**config.mk**
```make
export PLATFORM = sky130hd
export DESIGN_NAME = act_share_arbiter
export DESIGN_NICKNAME = d
export VERILOG_FILES = /design/src/rtl/act_share_arbiter_pkg.sv /design/src/rtl/act_share_arbiter_rr_pick.sv /design/src/rtl/act_share_arbiter.sv
export SDC_FILE = /design/constraint.sdc
export NUM_CORES = 1
export LEC_CHECK = 0
export CORE_ASPECT_RATIO = 1.75
export CORE_UTILIZATION = 38
export CTS_CLUSTER_SIZE = 12
export DETAILED_ROUTE_END_ITERATION = 6
export PLACE_DENSITY = 0.78
export SKIP_LAST_GASP = 1
export SLEW_MARGIN = 20
export SYNTH_ARGS = -nofsm -noshare
export SYNTH_HDL_FRONTEND = slang
export SYNTH_SLANG_ARGS = --single-unit
```
**constraint.sdc**
```tcl
create_clock -name clk -period 4.45 [get_ports clk]
set_input_delay 0.89 -clock clk [delete_from_list [all_inputs] [get_ports clk]]
set_output_delay 0.89 -clock clk [all_outputs]
set_load 0.01 [all_outputs]
```
**src/rtl/act_share_arbiter_pkg.sv**
```systemverilog
// Shared definitions for the activation-unit share arbiter: FSM encoding and size defaults.
// Latency: n/a (types and constants only).
// Backpressure: n/a.
package act_share_arbiter_pkg;

  // Default configuration: four LSTM gate requesters sharing one 24-bit evaluator
  localparam int NREQ_DEF = 4;
  localparam int DW_DEF   = 24;

  // 3-bit FSM encodings
  localparam logic [2:0] ST_IDLE_ENC  = 3'd0;
  localparam logic [2:0] ST_ISSUE_ENC = 3'd1;
  localparam logic [2:0] ST_WAIT_ENC  = 3'd2;
  localparam logic [2:0] ST_RESP_ENC  = 3'd3;
  localparam logic [2:0] ST_GAP_ENC   = 3'd4;

  typedef enum logic [2:0] {
    S_IDLE  = ST_IDLE_ENC,
    S_ISSUE = ST_ISSUE_ENC,
    S_WAIT  = ST_WAIT_ENC,
    S_RESP  = ST_RESP_ENC,
    S_GAP   = ST_GAP_ENC
  } state_t;

endpackage

```
**src/rtl/act_share_arbiter_rr_pick.sv**
```systemverilog
// Round-robin priority picker: first set req bit searching upward from ptr+1 with wrap.
// Latency: purely combinational.
// Backpressure: none; the caller decides when the grant is consumed.
module act_share_arbiter_rr_pick
  import act_share_arbiter_pkg::*;
#(
  parameter int NREQ = NREQ_DEF,
  parameter int IW   = 2
) (
  input  logic [NREQ-1:0] req,
  input  logic [IW-1:0]   ptr,
  output logic [NREQ-1:0] gnt,
  output logic [IW-1:0]   gnt_idx,
  output logic            any
);

  logic [IW-1:0] cand;

  // Walk the candidates ptr+1 .. ptr+NREQ (mod NREQ); the last one checked is ptr itself
  always_comb begin
    gnt     = '0;
    gnt_idx = '0;
    any     = 1'b0;
    cand    = '0;
    for (int i = 1; i <= NREQ; i++) begin
      cand = IW'((int'(ptr) + i) % NREQ);
      if (!any && req[cand]) begin
        any       = 1'b1;
        gnt[cand] = 1'b1;
        gnt_idx   = cand;
      end
    end
  end

endmodule

```
**src/rtl/act_share_arbiter.sv**
```systemverilog
// Round-robin sharing of one multi-cycle activation unit among NREQ requesters (optional ACT_SHARE_ARB_TIMEOUT_EN watchdog).
// Latency: handshake at cycle 0, act_in_valid rises cycle 1, rsp_valid one cycle after unit OUT_valid; GAP cycle before next grant.
// Backpressure: req_ready only asserted in IDLE for the round-robin winner; results are a one-cycle strobe with no stall.
module act_share_arbiter
  import act_share_arbiter_pkg::*;
#(
  parameter int NREQ = NREQ_DEF,
  parameter int DW   = DW_DEF,
  parameter int IW   = 2,
  parameter int TMO  = 1023
) (
  input  logic              clk,
  input  logic              rst,
  input  logic [NREQ-1:0]   req_valid,
  input  logic [NREQ*DW-1:0] req_data,
  output logic [NREQ-1:0]   req_ready,
  output logic [NREQ-1:0]   rsp_valid,
  output logic [DW-1:0]     rsp_data,
  output logic              rsp_err,
  output logic              act_in_valid,
  output logic [DW-1:0]     act_x,
  input  logic [DW-1:0]     act_out,
  input  logic              act_out_valid,
  output logic              busy
);

  state_t          state;
  state_t          state_nxt;
  logic [IW-1:0]   ptr;
  logic [IW-1:0]   owner;
  logic [DW-1:0]   x_q;
  logic [DW-1:0]   res_q;
  logic [NREQ-1:0] pick_gnt;
  logic [IW-1:0]   pick_idx;
  logic            pick_any;
  logic            hs;

`ifdef ACT_SHARE_ARB_TIMEOUT_EN
  localparam int CW = $clog2(TMO + 1);
  logic [CW-1:0] tmo_cnt;
  logic          tmo_hit;
  logic          err_q;
`endif

  act_share_arbiter_rr_pick #(
    .NREQ (NREQ),
    .IW   (IW)
  ) u_pick (
    .req     (req_valid),
    .ptr     (ptr),
    .gnt     (pick_gnt),
    .gnt_idx (pick_idx),
    .any     (pick_any)
  );

  // The grant is shown only in IDLE, so any asserted ready bit completes a handshake this cycle
  assign hs           = (state == S_IDLE) && pick_any;
  assign req_ready    = (state == S_IDLE) ? pick_gnt : '0;
  // Held high across ISSUE and WAIT so the unit sees exactly one rising edge per operand
  assign act_in_valid = (state == S_ISSUE) || (state == S_WAIT);
  assign act_x        = x_q;
  assign rsp_data     = res_q;
  assign busy         = (state != S_IDLE);

  // Next-state logic; act_out_valid matters only while waiting on the unit
  always_comb begin
    state_nxt = state;
`ifdef ACT_SHARE_ARB_TIMEOUT_EN
    tmo_hit   = 1'b0;
`endif
    case (state)
      S_IDLE:  if (pick_any) state_nxt = S_ISSUE;
      S_ISSUE: state_nxt = S_WAIT;
      S_WAIT: begin
        if (act_out_valid) begin
          state_nxt = S_RESP;
        end
`ifdef ACT_SHARE_ARB_TIMEOUT_EN
        else if (tmo_cnt == CW'(TMO)) begin
          state_nxt = S_RESP;
          tmo_hit   = 1'b1;
        end
`endif
      end
      S_RESP:  state_nxt = S_GAP;
      S_GAP:   state_nxt = S_IDLE;
      default: state_nxt = S_IDLE;
    endcase
  end

  // One-hot result strobe to the owner of the current transaction
  always_comb begin
    rsp_valid = '0;
    if (state == S_RESP) rsp_valid[owner] = 1'b1;
  end

  // State, round-robin pointer, operand/owner latch and result capture
  always_ff @(posedge clk) begin
    if (!rst) begin
      state <= S_IDLE;
      ptr   <= IW'(NREQ - 1);
      owner <= '0;
      x_q   <= '0;
      res_q <= '0;
    end else begin
      state <= state_nxt;
      if (hs) begin
        x_q   <= req_data[int'(pick_idx)*DW +: DW];
        owner <= pick_idx;
        ptr   <= pick_idx;
      end
      if (state == S_WAIT && act_out_valid) res_q <= act_out;
`ifdef ACT_SHARE_ARB_TIMEOUT_EN
      else if (tmo_hit) res_q <= '0;
`endif
    end
  end

`ifdef ACT_SHARE_ARB_TIMEOUT_EN
  // Watchdog: restarts at every grant, counts through ISSUE/WAIT; err flag tags the aborted result
  always_ff @(posedge clk) begin
    if (!rst) begin
      tmo_cnt <= '0;
      err_q   <= 1'b0;
    end else begin
      if (hs) tmo_cnt <= '0;
      else if (state == S_ISSUE || state == S_WAIT) tmo_cnt <= tmo_cnt + CW'(1);
      if (state == S_WAIT && act_out_valid) err_q <= 1'b0;
      else if (tmo_hit) err_q <= 1'b1;
    end
  end

  assign rsp_err = (state == S_RESP) && err_q;
`else
  assign rsp_err = 1'b0;
`endif

endmodule

```
# [After elaboration in Yosys (flattened, before gate mapping)]
# Index checks and enable logic that the tools add are counted.
[word_totals] out_inout_bits=59 inputBits=127 ff_bits=55
[classes] n_mux=35 n_addsub=4 mul=1 n_bitwise=3 reduce_logical=17 order_cmp=10 eq_ne=5 shift=1
[op_table] operator="$shiftx A96 B8 Y24" n=1
[op_table] operator="$mux W4" n=6
[op_table] operator="$lt A2 B3 Y1 const B" n=5
[op_table] operator="$mux W1" n=13
[op_table] operator="$or A4 B4 Y4" n=3
[op_table] operator="$pmux W3 S4" n=1
[op_table] operator="$demux W1 S2" n=5
[op_table] operator="$ge A2 B1 Y1 const B" n=5
[op_table] operator="$logic_and A1 B1 Y1" n=10
[op_table] operator="$bmux W1 S2" n=4
[op_table] operator="$mux W2" n=4
[op_table] operator="$eq A3 B2 Y1 const B" n=2
[op_table] operator="$mux W3" n=2
[op_table] operator="$add A2 B1 Y2 const B" n=2
[op_table] operator="$add A2 B2 Y2 const B" n=2
[op_table] operator="$mul A2 B2 Y4 const B" n=1
[op_table] operator="$ne A2 B2 Y1 const B" n=2
[op_table] operator="$eq A3 B1 Y1 const B" n=1
[op_table] operator="$logic_not A1 Y1" n=3
[op_table] operator="$logic_not A3 Y1" n=1
[op_table] operator="$reduce_bool A3 Y1" n=1
[op_table] operator="$reduce_and A2 Y1" n=1
[op_table] operator="$logic_or A1 B1 Y1" n=1

# [Depth between registers and ports, before layout]
[logic_depth] word_depth=15 depth_mapped=16 mapped_depth_nobuf=8

# [Modules after synthesis]
# From an unflattened synthesis, not the netlist that was laid out.
[unflattened] cells_unflattened=320 hier_area_um2=3201.8
[modules_own_cells] module="act_share_arbiter" seq_area_each_um2=1101.1 n_inst=1 cells_per_inst=234 area_each_um2=2572.5
[modules_own_cells] module="act_share_arbiter_rr_pick" seq_area_each_um2=0.0 n_inst=1 cells_per_inst=86 area_each_um2=629.4

# [Worst setup path after synthesis]
# Ideal clock, no wire load.
[synth_timing] kind="reg-to-output" start="register ptr[0]" end="output port req_ready[0]" stages_incl_launch_ff=15 arrival_time_ns=3.569 slack_ns=-0.009 required_time_ns=3.560 path_buffers=6 cell_sequence="dfxtp_1 > buf_2 > buf_1 > clkinv_1 > clkbuf_1 > clkbuf_1 > ha_1 > buf_2 > mux2_4 > mux2_2 > clkbuf_1 > nor3_1 > and2_1 > nand2_1 > a21oi_1"
[synth_via] elab_chain_len=14 word_cells_on_any_way=49 classes_between="4 x add/sub; 8 x order compare; 24 x mux; 3 x bitwise; 10 x reduce/logical"
[synth_lines] item="start, declared" line="act_share_arbiter.sv:29" rtl="logic [IW-1:0] ptr;"
[synth_lines] item="start signal, assigned" line="act_share_arbiter.sv:101" rtl="ptr <= IW'(NREQ - 1);"
[synth_lines] item="start signal, assigned" line="act_share_arbiter.sv:110" rtl="ptr <= pick_idx;"
[synth_lines] item="parallel branches: the longest is 12 deep, another holds $lt A2 B3 Y1"
[synth_lines] item="$mux W4 (*)" line="act_share_arbiter_rr_pick.sv:27" rtl="if (!any && req[cand]) begin"
[synth_lines] item="$mux W4 (*)" line="act_share_arbiter.sv:58" rtl="assign req_ready = (state == S_IDLE) ? pick_gnt : '0;"
[synth_lines] item="end, declared" line="act_share_arbiter.sv:16" rtl="output logic [NREQ-1:0] req_ready,"
# Every way passes the cells marked *. The select of a mux whose other input is x is not followed.

# [Final worst setup path]
[layout_timing] start="input port req_valid[2]" end="output port req_ready[3]"
[layout_via] elab_chain_len=13 word_cells_on_any_way=25 classes_between="16 x mux; 3 x bitwise; 6 x reduce/logical"
[layout_lines] item="start, declared" line="act_share_arbiter.sv:14" rtl="input logic [NREQ-1:0] req_valid,"
[layout_lines] item="$bmux W1 S2" line="act_share_arbiter_rr_pick.sv:27"
[layout_lines] item="$mux W1 (not written as such)" line="act_share_arbiter_rr_pick.sv:27"
[layout_lines] item="$mux W1" line="act_share_arbiter_rr_pick.sv:27"
[layout_lines] item="$logic_not A1 Y1" line="act_share_arbiter_rr_pick.sv:27"
[layout_lines] item="$logic_and A1 B1 Y1" line="act_share_arbiter_rr_pick.sv:27"
[layout_lines] item="$mux W1" line="act_share_arbiter_rr_pick.sv:27"
[layout_lines] item="$logic_not A1 Y1" line="act_share_arbiter_rr_pick.sv:27"
[layout_lines] item="$logic_and A1 B1 Y1" line="act_share_arbiter_rr_pick.sv:27"
[layout_lines] item="$mux W1" line="act_share_arbiter_rr_pick.sv:27"
[layout_lines] item="$logic_not A1 Y1" line="act_share_arbiter_rr_pick.sv:27"
[layout_lines] item="$logic_and A1 B1 Y1" line="act_share_arbiter_rr_pick.sv:27"
[layout_lines] item="$mux W4 (*)" line="act_share_arbiter_rr_pick.sv:27"
[layout_lines] item="$mux W4 (*)" line="act_share_arbiter.sv:58"
# Mark *: on every way between the ends. The rest lies on a longest branch, timed or not. The select of a mux whose other input is x is not followed.

==> results.md <==
- Share of post-route cells with drive strength above 1: just under 6%
- Sequential share of the synthesized area: 27.8%
- Worst Skew: 6.08 ps
- Cell Area, Synth: a little under 4000 um^2
- # resized after CTS: 0
- Async set-or-reset flop fraction in the synthesized netlist: 0%
- Flops & latches, synth: between 50 and 60
- Dpl hpwl: a little over 10000 um
- Post-synthesis cell count: ~520
- Io pins: between 150 and 200
- Number of flops mapped to enable cells by yosys: 0
- CP endpoint kind: primary output
- Fin crit period: ~4200 ps
- Vias: approximately 4600
- Final WL: around 14000 um
- Critical path type: in -> out
- Via density: 5.76
- Reg2reg start: ptr[0]
- GRT Total Usage: between 20% and 30%
- Pleak: approximately 2.3 nW
- CTS tree: built
- N_diodes: 0
- Die width: roughly 79 um
- Actual slew at the worst max-slew pin: 902 ps
- Cells after DPL: between 700 and 800
- Nets: slightly above 800
- Final Wtd Congestion: roughly 0.90
- Vias in the first global route: between 4000 and 5000
- Top cell type's share of synthesized area: 27.8%
- Number of buffers created by CTS: 5
- Buffers on Ports: around 180
- Site Rows: just under 50
- DRT Pass-1 Iters: 5
- Initial Util: roughly 39%
- YS warnings: 0
- Hold WC Path Type: reg -> reg
- VDD IR max: between 400 and 500 uV
- Largest net degree at the start of global routing: a little over 60
- Setup Buffers After CTS: 0
- Die area: 10900 um^2
- Final Util: ~59%
- Initial antenna violation count: 0
- 1st-iter DRT viols: about 300
- Critical path startpoint: req_valid[2]
- Crit Path Max Fanout: 8
- Drt wl/cell: approximately 17 um
- P&R area growth vs syn: 52.0%
- Clk_lat worst skew: just under 300 ps
- CTS max path bufs: 2
- Fin crit share: 93.3%
- Global-route wire length before repair: ~21000 um
- WP data required: 3560 ps
- TritonCTS Sinks: 55
- Worst hold start: rsp_data[10]
- Routed Antenna Nets: 0
- WP data arrival: 3260 ps
- Finished Layout Cells: around 800
- Setup TNS: 0 ps
- Clk pin slew, worst setup/hold paths: approximately 70 ps
- Core area: roughly 10000 um^2
- Max Transition Viols Final: 0
- Leading area contributor after synthesis: dfxtp_1
- DRC viols: 0
- Rel. slew slack: roughly two fifths
- Post-cts hold buffer count: 0
- Final hold violations: 0
- Clk root buf: clkbuf_16
- Status: completed
- Max Cap Viol: 0
- Grt ovf: 0
- Die Height: 137 um
- Endpoints failing setup: 0
- Main area contributors after synthesis: dfxtp_1, nand2_1, a21boi_0
- Synth unique cells: 47
- Startpoint Class: input pin
- Syn_nets: around 660
- Ys flop type: dfxtp_1
- Syn avg cell area: 7.60 um^2
- F_max: between 0.2 and 0.25 GHz
- RSZ-0062 raised after global routing: false
- H-tree Lvls: 2
- Power Density: between 500 and 600 nW/um^2
[registers in the layout, indices dropped and copies added, names as in the netlist]
register and count:
act_x 24, rsp_data 24, state 3, owner 2, ptr 2
[kinds of logic after synthesis]
family | count (synthesis) | synth area share (%)
other | 1 | 0.0945
XOR/XNOR | 2 | 0.442
AND/OR/NAND/NOR | 172 | 19.1
AO/OA/AOI/OAI | 181 | 36.8
adder cells (fa/ha/maj) | 8 | 2.52
buffers and inverters | 93 | 9.49
flip-flops | 55 | 27.8
multiplexers | 10 | 3.78
[cells in the mapped netlist, types with 4 or more instances]
cell       n
o21ai_0   19
nand3_1   25
and3_1    14
a211o_1   12
a32oi_1   12
nand2_1   83
a21boi_0  24
inv_1     37
ha_1       8
a221o_1    4
a32o_1    12
o32ai_1    9
a211oi_1  13
a21oi_1    6
o211a_1   12
buf_2     13
dfxtp_1   55
clkbuf_1  38
nor2_1    33
o211ai_1  14
o31ai_1   12
a31oi_1   12
o32a_1    12
and2_1     5
[per-stage QoR]
step | area, um^2 | total power [mW] | setup slack [ps] | hold WS [ps]
after detailed placement | 5890 | 3.17 | 291 | 460
after CTS | 6030 | 3.55 | 290 | 470
final | 6030 | 3.55 | 297 | 466
after global routing | 6030 | 3.81 | 145 | 483
after global placement | 5890 | 3.10 | 328 | 453
after floorplan | 3970 | 2.34 | 179 | 488
[layer usage]
layer | part of all wire (%) | vias to the layer above | track usage, %
li1 | - | 2214 | -
met1 | 36 | 2139 | 25.6
met2 | 53 | 222 | 47.6
met3 | 6.5 | 39 | 3.64
met4 | 4.0 | 0 | 12.8
met5 | 0 | - | 0
[placed cells by master, fill, tap and decap left out, types with 2 or more instances in the layout]
master / Yosys / final
mux2_4: 2 / 2
a32o_1: 12 / 12
o211a_1: 12 / 12
mux2i_1: 3 / 3
clkbuf_16: 0 / 5
and2_1: 5 / 5
a21oi_1: 6 / 6
nor2b_1: 3 / 3
nand3_1: 25 / 25
a31oi_1: 12 / 12
a32oi_1: 12 / 12
o32ai_2: 3 / 3
nand2_1: 83 / 83
buf_4: 3 / 15
dfxtp_1: 55 / 54
and3_1: 14 / 14
o32ai_1: 9 / 9
nor4_1: 2 / 2
mux4_2: 3 / 3
a211oi_1: 13 / 13
o31ai_1: 12 / 12
mux2_2: 2 / 2
nor2_1: 33 / 32
clkdlybuf4s50_1: 0 / 183
xnor2_1: 2 / 2
a211o_1: 12 / 12
a21boi_0: 24 / 24
o211ai_1: 14 / 14
inv_1: 37 / 37
ha_1: 8 / 8
o32a_1: 12 / 12
a221o_1: 4 / 4
o21ai_0: 19 / 19
[where the power goes]
group | internal, mW | leakage (nW) | switching, mW | total [mW]
Clock | 0.209 | 0.0703 | 0.179 | 0.388
Combinational | 1.11 | 1.81 | 1.35 | 2.46
Sequential | 0.624 | 0.451 | 0.0871 | 0.711
Total | 1.94 | 2.33 | 1.62 | 3.55
[worst max-delay path, stage by stage]
cell and delay (ps):
clkdlybuf4s50_1 520, mux4_2 540, nor2b_1 290, a221o_1 210, o21ai_0 80, a21oi_1 170
clkdlybuf4s50_1 570
[cell type report]
class	count	area, um^2
Timing Repair Buffer	200	1970
Multi-Input combinational cell	374	2510
Clock inverter	2	17.5
Fill cell	924	4210
Sequential cell	55	1100
Inverter	38	143
Clock buffer	5	125
Tap cell	127	159
[worst paths after layout]
path | depth (start not counted) | end | slack [ps]
max | 7 | req_ready[3] | 300
min | 2 | rsp_data[10] | 470
max reg2reg | 7 | act_x[17] | 830
min reg2reg | 2 | rsp_data[10] | 470
No activity file was read; power rests on OpenSTA's default activity.
